### src/rtl/dac_sched_pkg.sv
// Shared types and constants for the DAC sample scheduler.
// State encoding and the offset-binary midscale helper.
package dac_sched_pkg;

  typedef enum logic [1:0] {
    IDLE,
    RUN,
    RAMP
  } state_t;

  function automatic logic [31:0] midscale(input int msbi);
    return 32'd1 << msbi;
  endfunction

endpackage

### src/rtl/sample_fifo.sv
// Small synchronous FIFO holding granted samples.
// Flush empties it in one cycle and wins over push/pop.
module sample_fifo #(
  parameter int DEPTH = 4,
  parameter int WIDTH = 16
) (
  input  logic                   clk,
  input  logic                   rst_n,
  input  logic                   flush,
  input  logic                   push,
  input  logic [WIDTH-1:0]       din,
  input  logic                   pop,
  output logic [WIDTH-1:0]       dout,
  output logic                   full,
  output logic                   empty,
  output logic [$clog2(DEPTH):0] level
);
  localparam int AW = $clog2(DEPTH);
  localparam logic [AW:0] FULL_CNT = (AW + 1)'(DEPTH);

  logic [WIDTH-1:0] mem [DEPTH];
  logic [AW-1:0]    wp_q;
  logic [AW-1:0]    rp_q;
  logic [AW:0]      cnt_q;
  logic             do_push;
  logic             do_pop;

  assign full    = (cnt_q == FULL_CNT);
  assign empty   = (cnt_q == '0);
  assign level   = cnt_q;
  assign dout    = mem[rp_q];
  assign do_push = push && !full;
  assign do_pop  = pop && !empty;

  always_ff @(posedge clk) begin
    if (do_push && !flush)
      mem[wp_q] <= din;
  end

  always_ff @(posedge clk or negedge rst_n) begin
    if (!rst_n) begin
      wp_q  <= '0;
      rp_q  <= '0;
      cnt_q <= '0;
    end else if (flush) begin
      wp_q  <= '0;
      rp_q  <= '0;
      cnt_q <= '0;
    end else begin
      if (do_push)
        wp_q <= wp_q + AW'(1);
      if (do_pop)
        rp_q <= rp_q + AW'(1);
      cnt_q <= cnt_q + (AW + 1)'(do_push)
                     - (AW + 1)'(do_pop);
    end
  end

endmodule

### src/rtl/dac_sample_scheduler.sv
// Two-requester sample scheduler feeding a sigma-delta DAC:
// round-robin arbiter, rate divider and play/ramp FSM.
module dac_sample_scheduler
  import dac_sched_pkg::*;
#(
  parameter int            MSBI  = 15,
  parameter int            DIV   = 4,
  parameter logic [MSBI:0] STEP  = 16'h1000,
  parameter int            DEPTH = 4
) (
  input  logic                   CLK,
  input  logic                   RESET_N,
  input  logic                   ENABLE,
  input  logic                   REQ0_VALID,
  input  logic [MSBI:0]          REQ0_DATA,
  output logic                   REQ0_READY,
  input  logic                   REQ1_VALID,
  input  logic [MSBI:0]          REQ1_DATA,
  output logic                   REQ1_READY,
  output logic [MSBI:0]          DAC_DATA,
  output logic                   DAC_CEN,
  output logic                   UNDERFLOW,
  output logic [$clog2(DEPTH):0] LEVEL
);
  localparam int W = MSBI + 1;
  localparam logic [W-1:0] MID = W'(midscale(MSBI));

  state_t       state_q;
  logic [15:0]  div_q;
  logic         cen;
  logic         last_q;
  logic         run_en;
  logic         grant0;
  logic         grant1;
  logic         push;
  logic         pop;
  logic         flush;
  logic         full;
  logic         empty;
  logic [W-1:0] push_data;
  logic [W-1:0] head;
  logic [W-1:0] ramp_nxt;
  logic [W:0]   d_ext;
  logic [W:0]   m_ext;
  logic [W:0]   s_ext;

  assign cen     = (div_q == 16'(DIV - 1));
  assign DAC_CEN = cen;

  always_ff @(posedge CLK or negedge RESET_N) begin
    if (!RESET_N)
      div_q <= '0;
    else
      div_q <= cen ? '0 : div_q + 16'd1;
  end

  // last_q = 1 means requester 1 was served last
  assign run_en = (state_q == RUN) && ENABLE;
  assign grant0 = REQ0_VALID && (!REQ1_VALID || last_q);
  assign grant1 = REQ1_VALID && (!REQ0_VALID || !last_q);

  assign REQ0_READY = run_en && !full && grant0;
  assign REQ1_READY = run_en && !full && grant1;

  assign push = (REQ0_VALID && REQ0_READY)
             || (REQ1_VALID && REQ1_READY);
  assign push_data = REQ1_READY ? REQ1_DATA : REQ0_DATA;
  assign pop = (state_q == RUN) && cen && !empty;
  assign flush = (state_q == IDLE)
              || ((state_q == RUN) && !ENABLE);

  always_ff @(posedge CLK or negedge RESET_N) begin
    if (!RESET_N)
      last_q <= 1'b1;
    else if (push)
      last_q <= REQ1_READY;
  end

  sample_fifo #(
    .DEPTH (DEPTH),
    .WIDTH (W)
  ) u_fifo (
    .clk   (CLK),
    .rst_n (RESET_N),
    .flush (flush),
    .push  (push),
    .din   (push_data),
    .pop   (pop),
    .dout  (head),
    .full  (full),
    .empty (empty),
    .level (LEVEL)
  );

  // one extra bit so the gap to midscale never wraps
  assign d_ext = {1'b0, DAC_DATA};
  assign m_ext = {1'b0, MID};
  assign s_ext = {1'b0, STEP};

  always_comb begin
    ramp_nxt = DAC_DATA;
    if (d_ext > m_ext)
      ramp_nxt = (d_ext - m_ext <= s_ext)
               ? MID : DAC_DATA - STEP;
    else if (d_ext < m_ext)
      ramp_nxt = (m_ext - d_ext <= s_ext)
               ? MID : DAC_DATA + STEP;
  end

  always_ff @(posedge CLK or negedge RESET_N) begin
    if (!RESET_N) begin
      state_q   <= IDLE;
      DAC_DATA  <= MID;
      UNDERFLOW <= 1'b0;
    end else begin
      UNDERFLOW <= 1'b0;
      unique case (state_q)
        IDLE: begin
          DAC_DATA <= MID;
          if (ENABLE)
            state_q <= RUN;
        end
        RUN: begin
          if (pop)
            DAC_DATA <= head;
          UNDERFLOW <= cen && empty;
          if (!ENABLE)
            state_q <= RAMP;
        end
        RAMP: begin
          if (ENABLE)
            state_q <= RUN;
          else if (DAC_DATA == MID)
            state_q <= IDLE;
          else if (cen)
            DAC_DATA <= ramp_nxt;
        end
        default: state_q <= IDLE;
      endcase
    end
  end

endmodule

### config.mk
export PLATFORM = sky130hd
export DESIGN_NAME = dac_sample_scheduler
export DESIGN_NICKNAME = d
export VERILOG_FILES = /design/src/rtl/dac_sched_pkg.sv /design/src/rtl/sample_fifo.sv /design/src/rtl/dac_sample_scheduler.sv
export SDC_FILE = /design/constraint.sdc
export NUM_CORES = 1
export LEC_CHECK = 0
export BUFFER_PORTS_ARGS = -buffer_cell sky130_fd_sc_hd__buf_2
export CAP_MARGIN = 10
export CORE_AREA = 3 3 86 128
export DETAILED_ROUTE_END_ITERATION = 6
export DIE_AREA = 0 0 89 131
export PLACE_DENSITY = 0.7
export SYNTH_ARGS = -nofsm -noshare
export SYNTH_HDL_FRONTEND = slang
export SYNTH_SLANG_ARGS = --single-unit
export TNS_END_PERCENT = 1
### constraint.sdc
create_clock -name CLK -period 3.2 [get_ports CLK]
set_clock_uncertainty 0.15 [all_clocks]
set_input_delay 0.8 -clock CLK [delete_from_list [all_inputs] [get_ports CLK]]
set_output_delay 0.8 -clock CLK [all_outputs]
set_load 0.01 [all_outputs]
==> impl_metrics.json, run 1 <==
{
  "die-width_um": 89,
  "hpwl_um": 6990,
  "setup_viol": 0,
  "io_buffers": 59,
  "firstDrtPassIters": 5,
  "drive_above_1_share_pct": 27.2,
  "multiInputGateArea_mm2": 0.00187,
  "synth_area_mm2": 0.00503,
  "cts.sinks": 107,
  "nFillCells": 794,
  "yosysSeqAreaShare_pct": 59.7,
  "synthToLayoutAreaGrowth_pct": 14.6,
  "final_net_count": 502,
  "grt_pass1_wl_um": 15700,
  "outcome": "complete, no violations",
  "root_buffer": "clkbuf_16",
  "ios": 60,
  "startpoint_type": "flip-flop",
  "fin_setup_tns_ps": 0,
  "worstHoldPathType": "reg -> reg",
  "antenna_found_initial": 0,
  "max_freq_mhz": 340,
  "clk_latency_ps": 340,
  "holdBufCountCts": 0,
  "maxSlewHeadroom_pct": 47.8,
  "post_cts_resized": 0,
  "clk_pin_slew_ps": 70,
  "p_total_mw": 4.35,
  "ant_nets": 0,
  "cp_max_fo": 5,
  "cp_cell_sequence": "inv_1, ha_1, nand2_1, a21oi_1, nand3_1, clkinv_1, buf_2",
  "tritoncts": "yes",
  "ys_async_sr_fraction_pct": 40.2,
  "drv_slew": 0,
  "hold_viol": 0,
  "drt_wl_total_um": 9610,
  "dieArea_mm2": 0.0117,
  "tightest_slew_ps": 783,
  "vias": 3099,
  "critical_path.slowest_cell": "dfrtp_1",
  "synthFlopType": "edfxtp_1",
  "post-cts-setup-buffers": 0,
  "ys_ff_latch": 107,
  "fp.dieH_um": 131,
  "finalNonFillerCells": 569,
  "gp_congestion": 0.820,
  "synth_edf_count": 64,
  "power.density_mw_per_mm2": 754,
  "htreeDepth": 3,
  "min_period_ps": 2940,
  "grt_overflow": 0,
  "drt_iter0_drc": 122,
  "post-place-cells": 553,
  "leakage_nw": 2.53,
  "path_class": "reg -> out",
  "synth_cell_type_count": 50,
  "critPathRequiredTime_ps": 2250,
  "syn_inst": 380,
  "rsz0062_at_grt": "no",
  "fin_crit_sh_pct": 91.9,
  "drcViolationCount": 0,
  "ir_drop_v": 0.000382,
  "diodes": 0,
  "grt_max_degree": 44,
  "grt_pass1_vias": 3162,
  "wire_per_inst_um": 16.9,
  "vias_per_cell": 5.45,
  "grt.total_usage_pct": 18.1,
  "seq_area_mm2": 0.00300,
  "numCtsBuffers": 9,
  "core-area_mm2": 0.0101,
  "cp-end-kind": "output pin",
  "start_util_pct": 49.9,
  "maxCapViolCount": 0,
  "cp_data_arrival_time_ps": 1990,
  "syn_nets": 435,
  "yosys_warnings": 0,
  "avgSynthCellArea_um2": 13.2,
  "crit_path_max_incr_delay_ps": 420,
  "cts_buffer_depth": 2,
  "rows": 45
}
critical path: cells and delay by family (launching register included):
family | cells | cell delay (ps)
buf+inv | 3 | 390
flops | 1 | 420
compound gates | 1 | 310
simple gates | 2 | 310
fa+ha+maj | 1 | 220
flip-flops by register name, indices dropped and copies added, names as in the netlist:
register      flops
u_fifo.wp_q       2
DAC_DATA         16
u_fifo.level      3
u_fifo.rp_q       2
UNDERFLOW         1
u_fifo.mem       64
state_q           2
div_q            16
last_q            1
power by group:
group / total, mW / internal, mW / switching (mW)
Clock: 1.03 / 0.538 / 0.494
Combinational: 1.52 / 0.680 / 0.843
Sequential: 1.79 / 1.65 / 0.145
path summary, 6_finish.rpt:
check | startpoint | endpoint | slack [ps] | cells past startpoint
worst min-delay path | div_q[15] | div_q[15] | 320 | 1
worst max register to register | div_q[0] | u_fifo.level[2] | 400 | 12
max in group asynchronous | RESET_N | DAC_DATA[8] | 2140 | 2
min in group asynchronous | RESET_N | div_q[9] | 370 | 2
worst max-delay path | state_q[1] | REQ1_READY | 260 | 7
worst min register to register | div_q[15] | div_q[15] | 320 | 1
placed cells by master (no fill, tap or decap), types with 2 or more instances in the layout:
master	count
xnor2_1	14
edfxtp_1	64
nand4_1	5
buf_4	14
a21o_1	2
a31oi_1	3
mux2i_1	3
mux4_2	16
inv_6	3
buf_2	59
inv_1	18
and3_1	17
nand2b_1	2
mux2_4	9
nand3_1	8
dfrtp_1	41
nor3_1	3
a41oi_1	2
clkinv_4	2
mux2_2	3
a21oi_1	7
nor4_1	5
ha_1	17
and2_1	7
nor2b_1	5
clkbuf_16	9
nor2_1	14
and4_1	3
o21a_1	2
o21ai_0	3
nand2_1	63
dfstp_2	2
xor2_1	6
nor4b_1	2
layout make-up:
cell class / count / area share (%)
inverters: 19 / 1.24
well taps: 117 / 2.54
repair buffers: 73 / 6.94
clock inverters: 6 / 0.846
clock buffers: 10 / 3.97
multi-input cells: 237 / 32.4
flip-flops and latches: 107 / 52.0
cell families (layout without fill, tap and decap cells):
logic type                 after synthesis  count (layout)  synth area share [%]
AOI/OAI and AO/OA                       29              29                  4.23
xor gates and xnor gates                20              20                  3.48
and+or+nand+nor                        139             139                  13.7
muxes                                   31              31                  11.1
DFF                                    107             107                  59.7
adders and majority gates               18              18                  4.63
buffers and inverters                   36             108                  3.18
metrics by stage:
step           worst slack (ps)  util (%)  area [um2]  hold WS (ps)
2_1_floorplan               406         -        5030           293
3_3_place_gp                444      54.5        5490           307
3_5_place_dp                386      54.5        5490           316
4_1_cts                     213      57.2        5770           329
5_1_grt                    47.3      57.2        5770           350
6_report                    261      57.2        5770           323
layer usage:
metal | share of wire, % | track usage [%]
met3 | 4.2 | 4.39
met2 | 55 | 32.2
met1 | 40 | 21.2
met4 | 1.4 | 5.78
met5 | 0 | 0
synthesized netlist by cell type, types with 2 or more instances:
cell | instances | area share [%]
dfrtp_1 | 41 | 20
and4_1 | 3 | 0.52
o21ai_0 | 3 | 0.30
inv_1 | 18 | 1.3
o21a_1 | 2 | 0.30
buf_2 | 2 | 0.20
a31oi_1 | 3 | 0.37
nor4_1 | 5 | 0.62
nand2b_1 | 2 | 0.25
nand2_1 | 63 | 4.7
mux4_2 | 16 | 7.2
and2_1 | 7 | 0.87
a21o_1 | 2 | 0.30
clkbuf_1 | 11 | 0.82
xor2_1 | 6 | 1.0
ha_1 | 17 | 4.2
nand4_1 | 5 | 0.62
mux2_4 | 9 | 2.7
mux2i_1 | 3 | 0.60
buf_6 | 3 | 0.67
nor2_1 | 14 | 1.0
mux2_2 | 3 | 0.67
a21oi_1 | 7 | 0.70
and3_1 | 17 | 2.1
edfxtp_1 | 64 | 38
a41oi_1 | 2 | 0.35
xnor2_1 | 14 | 2.4
dfstp_2 | 2 | 1.0
nor3_1 | 3 | 0.30
nor2b_1 | 5 | 0.62
nand3_1 | 8 | 0.80
nor4b_1 | 2 | 0.35
Note: power is estimated with default switching activity, not from simulation.
==> inputs of run 2 (changes only) <==
--- a/config.mk
+++ b/config.mk
@@ -5,11 +5,12 @@
 export SDC_FILE = /design/constraint.sdc
 export NUM_CORES = 1
 export LEC_CHECK = 0
+export ABC_AREA = 1
 export BUFFER_PORTS_ARGS = -buffer_cell sky130_fd_sc_hd__buf_2
 export CAP_MARGIN = 10
-export CORE_AREA = 3 3 86 128
+export CORE_AREA = 3 3 87 131
 export DETAILED_ROUTE_END_ITERATION = 6
-export DIE_AREA = 0 0 89 131
+export DIE_AREA = 0 0 90 134
 export PLACE_DENSITY = 0.7
 export SYNTH_ARGS = -nofsm -noshare
 export SYNTH_HDL_FRONTEND = slang
==> run 2 against run 1 <==
Net effect: combinational power is 24% higher; die area increased by 3.4%; via count is 25% higher; worst hold slack lost 3.8 ps; area after synthesis increased by 4.2%; highest routed layer unchanged; wire length up 15%; setup slack gained 120 ps; global-route usage is 0.77 points higher; total power increased by 10%; critical path type unchanged; largest cell class unchanged.
==> impl_metrics.json, run 2 <==
{
  "ys_async_sr_fraction_pct": 40.2,
  "antenna_found_initial": 0,
  "holdBufCountCts": 0,
  "synthToLayoutAreaGrowth_pct": 14.4,
  "max_freq_mhz": 355,
  "final_common_cell": "nand2_1",
  "synthFlopType": "edfxtp_1",
  "ant_nets": 0,
  "min_period_ps": 2820,
  "core-area_mm2": 0.0105,
  "top_register": "u_fifo.mem",
  "synth_edf_count": 64,
  "grt_pass1_wl_um": 18000,
  "synth_largest_area_cell": "edfxtp_1",
  "vias": 3861,
  "maxSlewHeadroom_pct": 36.5,
  "crit_start": "state_q[1]",
  "multiInputGateArea_mm2": 0.00195,
  "ys_ff_latch": 107,
  "fin_setup_tns_ps": 0,
  "rr_startpoint": "div_q[0]",
  "grt_pass1_vias": 3838,
  "die-width_um": 90,
  "drt_wl_total_um": 11000,
  "seq_area_mm2": 0.00300,
  "syn_inst": 565,
  "outcome": "complete, no violations",
  "htreeDepth": 3,
  "layout_common_cells": "136 x nand2_1, 97 x nor2_1, 64 x edfxtp_1, 59 x buf_2",
  "cts.sinks": 107,
  "synth_area_mm2": 0.00524,
  "leakage_nw": 2.77,
  "final_net_count": 681,
  "firstDrtPassIters": 5,
  "grt_overflow": 0,
  "wire_per_inst_um": 14.2,
  "dieArea_mm2": 0.0121,
  "root_buffer": "clkbuf_16",
  "yosys-top-cells-area": "edfxtp_1 37%, dfrtp_1 20%, nand2_1 9.7%, nor2_1 7.0%, o21ai_0 4.6%",
  "gp_congestion": 0.798,
  "fp.dieH_um": 134,
  "drcViolationCount": 0,
  "diodes": 0,
  "ios": 60,
  "yosysMostFrequentCell": "nand2_1",
  "grt.total_usage_pct": 18.8,
  "fin_crit_sh_pct": 88.1,
  "tritoncts": "yes",
  "yosysSeqAreaShare_pct": 57.3,
  "critPathRequiredTime_ps": 2250,
  "cp_data_arrival_time_ps": 1870,
  "cp-end-kind": "output pin",
  "rows": 46,
  "synth_top_cell_area_share_pct": 36.7,
  "p_total_mw": 4.80,
  "start_util_pct": 50.0,
  "yosys_warnings": 0,
  "drv_slew": 0,
  "numCtsBuffers": 9,
  "largest_register_ffs": 64,
  "grt_max_degree": 44,
  "nFillCells": 981,
  "avgSynthCellArea_um2": 9.27,
  "setup_viol": 0,
  "worstHoldPathType": "reg -> reg",
  "clk_latency_ps": 350,
  "post-cts-setup-buffers": 0,
  "vias_per_cell": 4.98,
  "maxCapViolCount": 0,
  "syn_nets": 620,
  "reg_top3": "u_fifo.mem: 64 flops, DAC_DATA: 16 flops, div_q: 16 flops",
  "synth_common_cells": "136 x nand2_1, 97 x nor2_1, 64 x edfxtp_1",
  "io_buffers": 59,
  "hpwl_um": 7860,
  "clk_pin_slew_ps": 70,
  "hold_path_startpoint": "div_q[0]",
  "drt_iter0_drc": 169,
  "synth_cell_type_count": 39,
  "cts_buffer_depth": 2,
  "power.density_mw_per_mm2": 801,
  "drive_above_1_share_pct": 16.6,
  "ir_drop_v": 0.000390,
  "rsz0062_at_grt": "no",
  "post_cts_resized": 0,
  "cp_max_fo": 10,
  "hold_viol": 0,
  "startpoint_type": "flip-flop",
  "tightest_slew_ps": 952,
  "path_class": "reg -> out",
  "postLayoutCoreUtil_pct": 57.2
}
## run 2: changes by cell type after synthesis, sizes merged, moves of 7 or more
cell,change
inv,+36
nand2,+74
o21ai,+49
nor2,+89
and3,-17
xnor2,-11
mux2,-12
and2,-7
mux4,-16
nand3,+10
a21oi,+15
## run 2: per-stage QoR
stage	cell area, um2	cells	hold slack (ps)	worst slack [ps]
finish	5990	775	319	382
global route	5990	775	338	260
CTS	5990	775	324	373
detailed placement	5690	759	315	582
global placement	5690	759	298	595
floorplan	5240	565	283	463
## run 2: final timing paths
kind                                        end  depth (start not counted)  slack [ps]
worst max register to register  u_fifo.level[2]                         13         590
max in group asynchronous           DAC_DATA[0]                          1        1850
worst min register to register         div_q[0]                          1         320
worst max-delay path                 REQ1_READY                          5         380
worst min-delay path                   div_q[0]                          1         320
min in group asynchronous       u_fifo.level[0]                          1         450
## run 2: layout make-up
cell class	count	area share, %
sequential	107	50.1
multi-input combinational	386	32.6
timing repair buffer	67	5.93
clock buffer	9	3.76
inverter	55	3.45
tap	144	3.01
clock inverter	7	1.23
## run 2: critical path: stages (launching register included)
cell	delay, ps
dfrtp_1	420
inv_1	140
ha_1	360
nand3_1	180
nor2_2	210
buf_2	210
## run 2: kinds of logic after synthesis
group | synth area share, %
fa+ha+maj | 4.44
simple gates | 22.0
xor+xnor | 2.17
flops | 57.3
buf+inv | 5.49
compound gates | 8.62
## run 2: routing by layer
metal	wire length [um]	global-route usage [%]	part of all wire, %
met1	4210	19.7	38
met2	6160	36.7	56
met5	0	0	0
met3	443	3.82	4.0
met4	193	7.07	1.8
## run 2: report_power, final
group | leakage (nW) | switching, mW | total (mW) | internal (mW)
clock | 0.147 | 0.501 | 1.11 | 0.612
combinational | 1.47 | 1.27 | 1.88 | 0.612
sequential | 1.16 | 0.149 | 1.80 | 1.65
==> inputs of run 3 (changes only) <==
--- a/config.mk
+++ b/config.mk
@@ -5,12 +5,12 @@
 export SDC_FILE = /design/constraint.sdc
 export NUM_CORES = 1
 export LEC_CHECK = 0
-export ABC_AREA = 1
 export BUFFER_PORTS_ARGS = -buffer_cell sky130_fd_sc_hd__buf_2
 export CAP_MARGIN = 10
-export CORE_AREA = 3 3 87 131
+export CORE_AREA = 3 3 86 128
+export CTS_BUF_LIST = sky130_fd_sc_hd__clkbuf_4 sky130_fd_sc_hd__clkbuf_8
 export DETAILED_ROUTE_END_ITERATION = 6
-export DIE_AREA = 0 0 90 134
+export DIE_AREA = 0 0 89 131
 export PLACE_DENSITY = 0.7
 export SYNTH_ARGS = -nofsm -noshare
 export SYNTH_HDL_FRONTEND = slang
==> run 3 against run 2 <==
Net effect: register-to-register slack got worse by 210 ps; sequential share of layout area increased by 2.9 points; setup slack got worse by 150 ps; global-route usage decreased by 1.0 points; clock-buffer cell count increased by 1; highest routed layer unchanged; final cell count decreased by 27%; design area decreased by 5.4%; worst hold slack improved by 7.7 ps; first-iteration DRC count decreased by 38%; die area decreased by 3.3%; combinational power decreased by 19%; wire length decreased by 13%.
==> impl_metrics.json, run 3 (synthesized netlist as in run 1, its figures left out) <==
{
  "outcome": "complete, no violations",
  "drt_iter0_drc": 105,
  "gp_congestion": 0.820,
  "io_buffers": 59,
  "max_freq_mhz": 336,
  "path_class": "reg -> out",
  "tightest_slew_ps": 794,
  "root_buffer": "clkbuf_8",
  "final_common_cell": "edfxtp_1",
  "rows": 45,
  "maxCapViolCount": 0,
  "vias": 3106,
  "clk_latency_ps": 370,
  "synthToLayoutAreaGrowth_pct": 12.7,
  "post-cts-setup-buffers": 0,
  "leakage_nw": 2.48,
  "hold_viol": 0,
  "ios": 60,
  "diodes": 0,
  "die-width_um": 89,
  "place_area_mm2": 0.00549,
  "cp_data_arrival_time_ps": 2020,
  "critPathTopFamily": "flip-flops",
  "cp-end-kind": "output pin",
  "post_cts_resized": 0,
  "htreeDepth": 3,
  "antenna_found_initial": 0,
  "numCtsBuffers": 9,
  "maxSlewHeadroom_pct": 47.1,
  "largest_register_ffs": 64,
  "post-place-cells": 553,
  "drcViolationCount": 0,
  "grt_max_degree": 44,
  "firstDrtPassIters": 4,
  "seq_area_mm2": 0.00300,
  "p_sw_mw": 1.46,
  "final_net_count": 502,
  "cts_buffer_depth": 2,
  "crit_path_max_incr_delay_ps": 430,
  "p_seq_share_pct": 43.9,
  "grt_pass1_vias": 3150,
  "cts.sinks": 107,
  "setup_viol": 0,
  "start_util_pct": 49.9,
  "tritoncts": "yes",
  "vias_per_cell": 5.46,
  "ir_drop_v": 0.000288,
  "switching_share_pct": 35.7,
  "wire_per_inst_um": 16.9,
  "core-area_mm2": 0.0101,
  "critPathRequiredTime_ps": 2250,
  "top_register": "u_fifo.mem",
  "worstHoldPathType": "reg -> reg",
  "reg_top3": "u_fifo.mem: 64 flops, DAC_DATA: 16 flops, div_q: 16 flops",
  "cp_cell_sequence": "inv_1, ha_1, nand2_1, a21oi_1, nand3_1, clkinv_1, buf_2",
  "grt.total_usage_pct": 17.8,
  "multiInputGateArea_mm2": 0.00187,
  "ant_nets": 0,
  "rsz0062_at_grt": "no",
  "fin_setup_tns_ps": 0,
  "grt_overflow": 0,
  "finalNonFillerCells": 569,
  "power_frac_comb_pct": 37.3,
  "dieArea_mm2": 0.0117,
  "min_period_ps": 2970,
  "holdBufCountCts": 0,
  "critical_path.slowest_cell": "dfrtp_1",
  "internal_power_mw": 2.63,
  "design_area_mm2": 0.00567,
  "fin_crit_sh_pct": 92.9,
  "critical_path_buf_inv_count": 3,
  "clkPwrFrac_pct": 18.8,
  "power.density_mw_per_mm2": 720,
  "grt_pass1_wl_um": 15600,
  "drive_above_1_share_pct": 27.4,
  "cp_max_fo": 5,
  "drv_slew": 0,
  "startpoint_type": "flip-flop",
  "hpwl_um": 6990,
  "nFillCells": 817,
  "drt_wl_total_um": 9610,
  "layout_common_cells": "64 x edfxtp_1, 63 x nand2_1, 59 x buf_2, 41 x dfrtp_1, 18 x inv_1",
  "fp.dieH_um": 131,
  "clk_pin_slew_ps": 100
}
==> run 3: worst paths after layout <==
path / slack (ps) / cells past startpoint / to / startpoint
max reg2reg: 380 / 12 / u_fifo.level[2] / div_q[0]
min: 330 / 1 / div_q[15] / div_q[15]
max: 230 / 7 / REQ1_READY / state_q[1]
min reg2reg: 330 / 1 / div_q[15] / div_q[15]
max in group asynchronous: 2180 / 2 / DAC_DATA[15] / RESET_N
min in group asynchronous: 340 / 2 / div_q[9] / RESET_N
==> run 3: per-stage QoR <==
stage | setup slack (ps) | power [mW] | hold slack, ps | utilization, %
after floorplan | 406 | 2.94 | 293 | -
after global placement | 444 | 3.32 | 307 | 54.5
after detailed placement | 386 | 3.35 | 316 | 54.5
after CTS | 172 | 4.12 | 333 | 56.2
after global routing | 4.45 | 4.37 | 355 | 56.2
final | 228 | 4.08 | 327 | 56.2
==> run 3: area by class of cell <==
cell class	instances	area share [%]
sequential	107	52.9
multi-input combinational	237	33.0
timing repair buffer	73	7.06
tap	117	2.58
clock buffer	10	2.32
inverter	19	1.26
clock inverter	6	0.861
==> run 3: power by group through the flow <==
stage,Combinational [mW],Clock [mW],Sequential (mW)
after global placement,1.51,0,1.81
after CTS,1.54,0.793,1.79
after global routing,1.71,0.845,1.81
after detailed placement,1.53,0,1.82
final,1.52,0.768,1.79
after floorplan,1.12,0,1.82
==> run 3: worst register-to-register path, stage by stage, from the launching register on <==
cell	delay, ps
dfrtp_1	390
ha_1	240
nor4b_2	220
and4_1	260
and3_1	240
ha_1	250
inv_1	60
ha_1	130
inv_1	40
fa_1	370
xor2_1	180
xnor2_1	140
nor2_1	60
==> run 3: metal layers <==
metal	global-route usage, %	vias up	wire length [um]	share of wire [%]
met2	32.0	63	5220	54
li1	-	1498	-	-
met5	0	-	0	0
met3	3.83	10	367	3.8
met4	5.87	0	127	1.3
met1	20.9	1535	3890	41
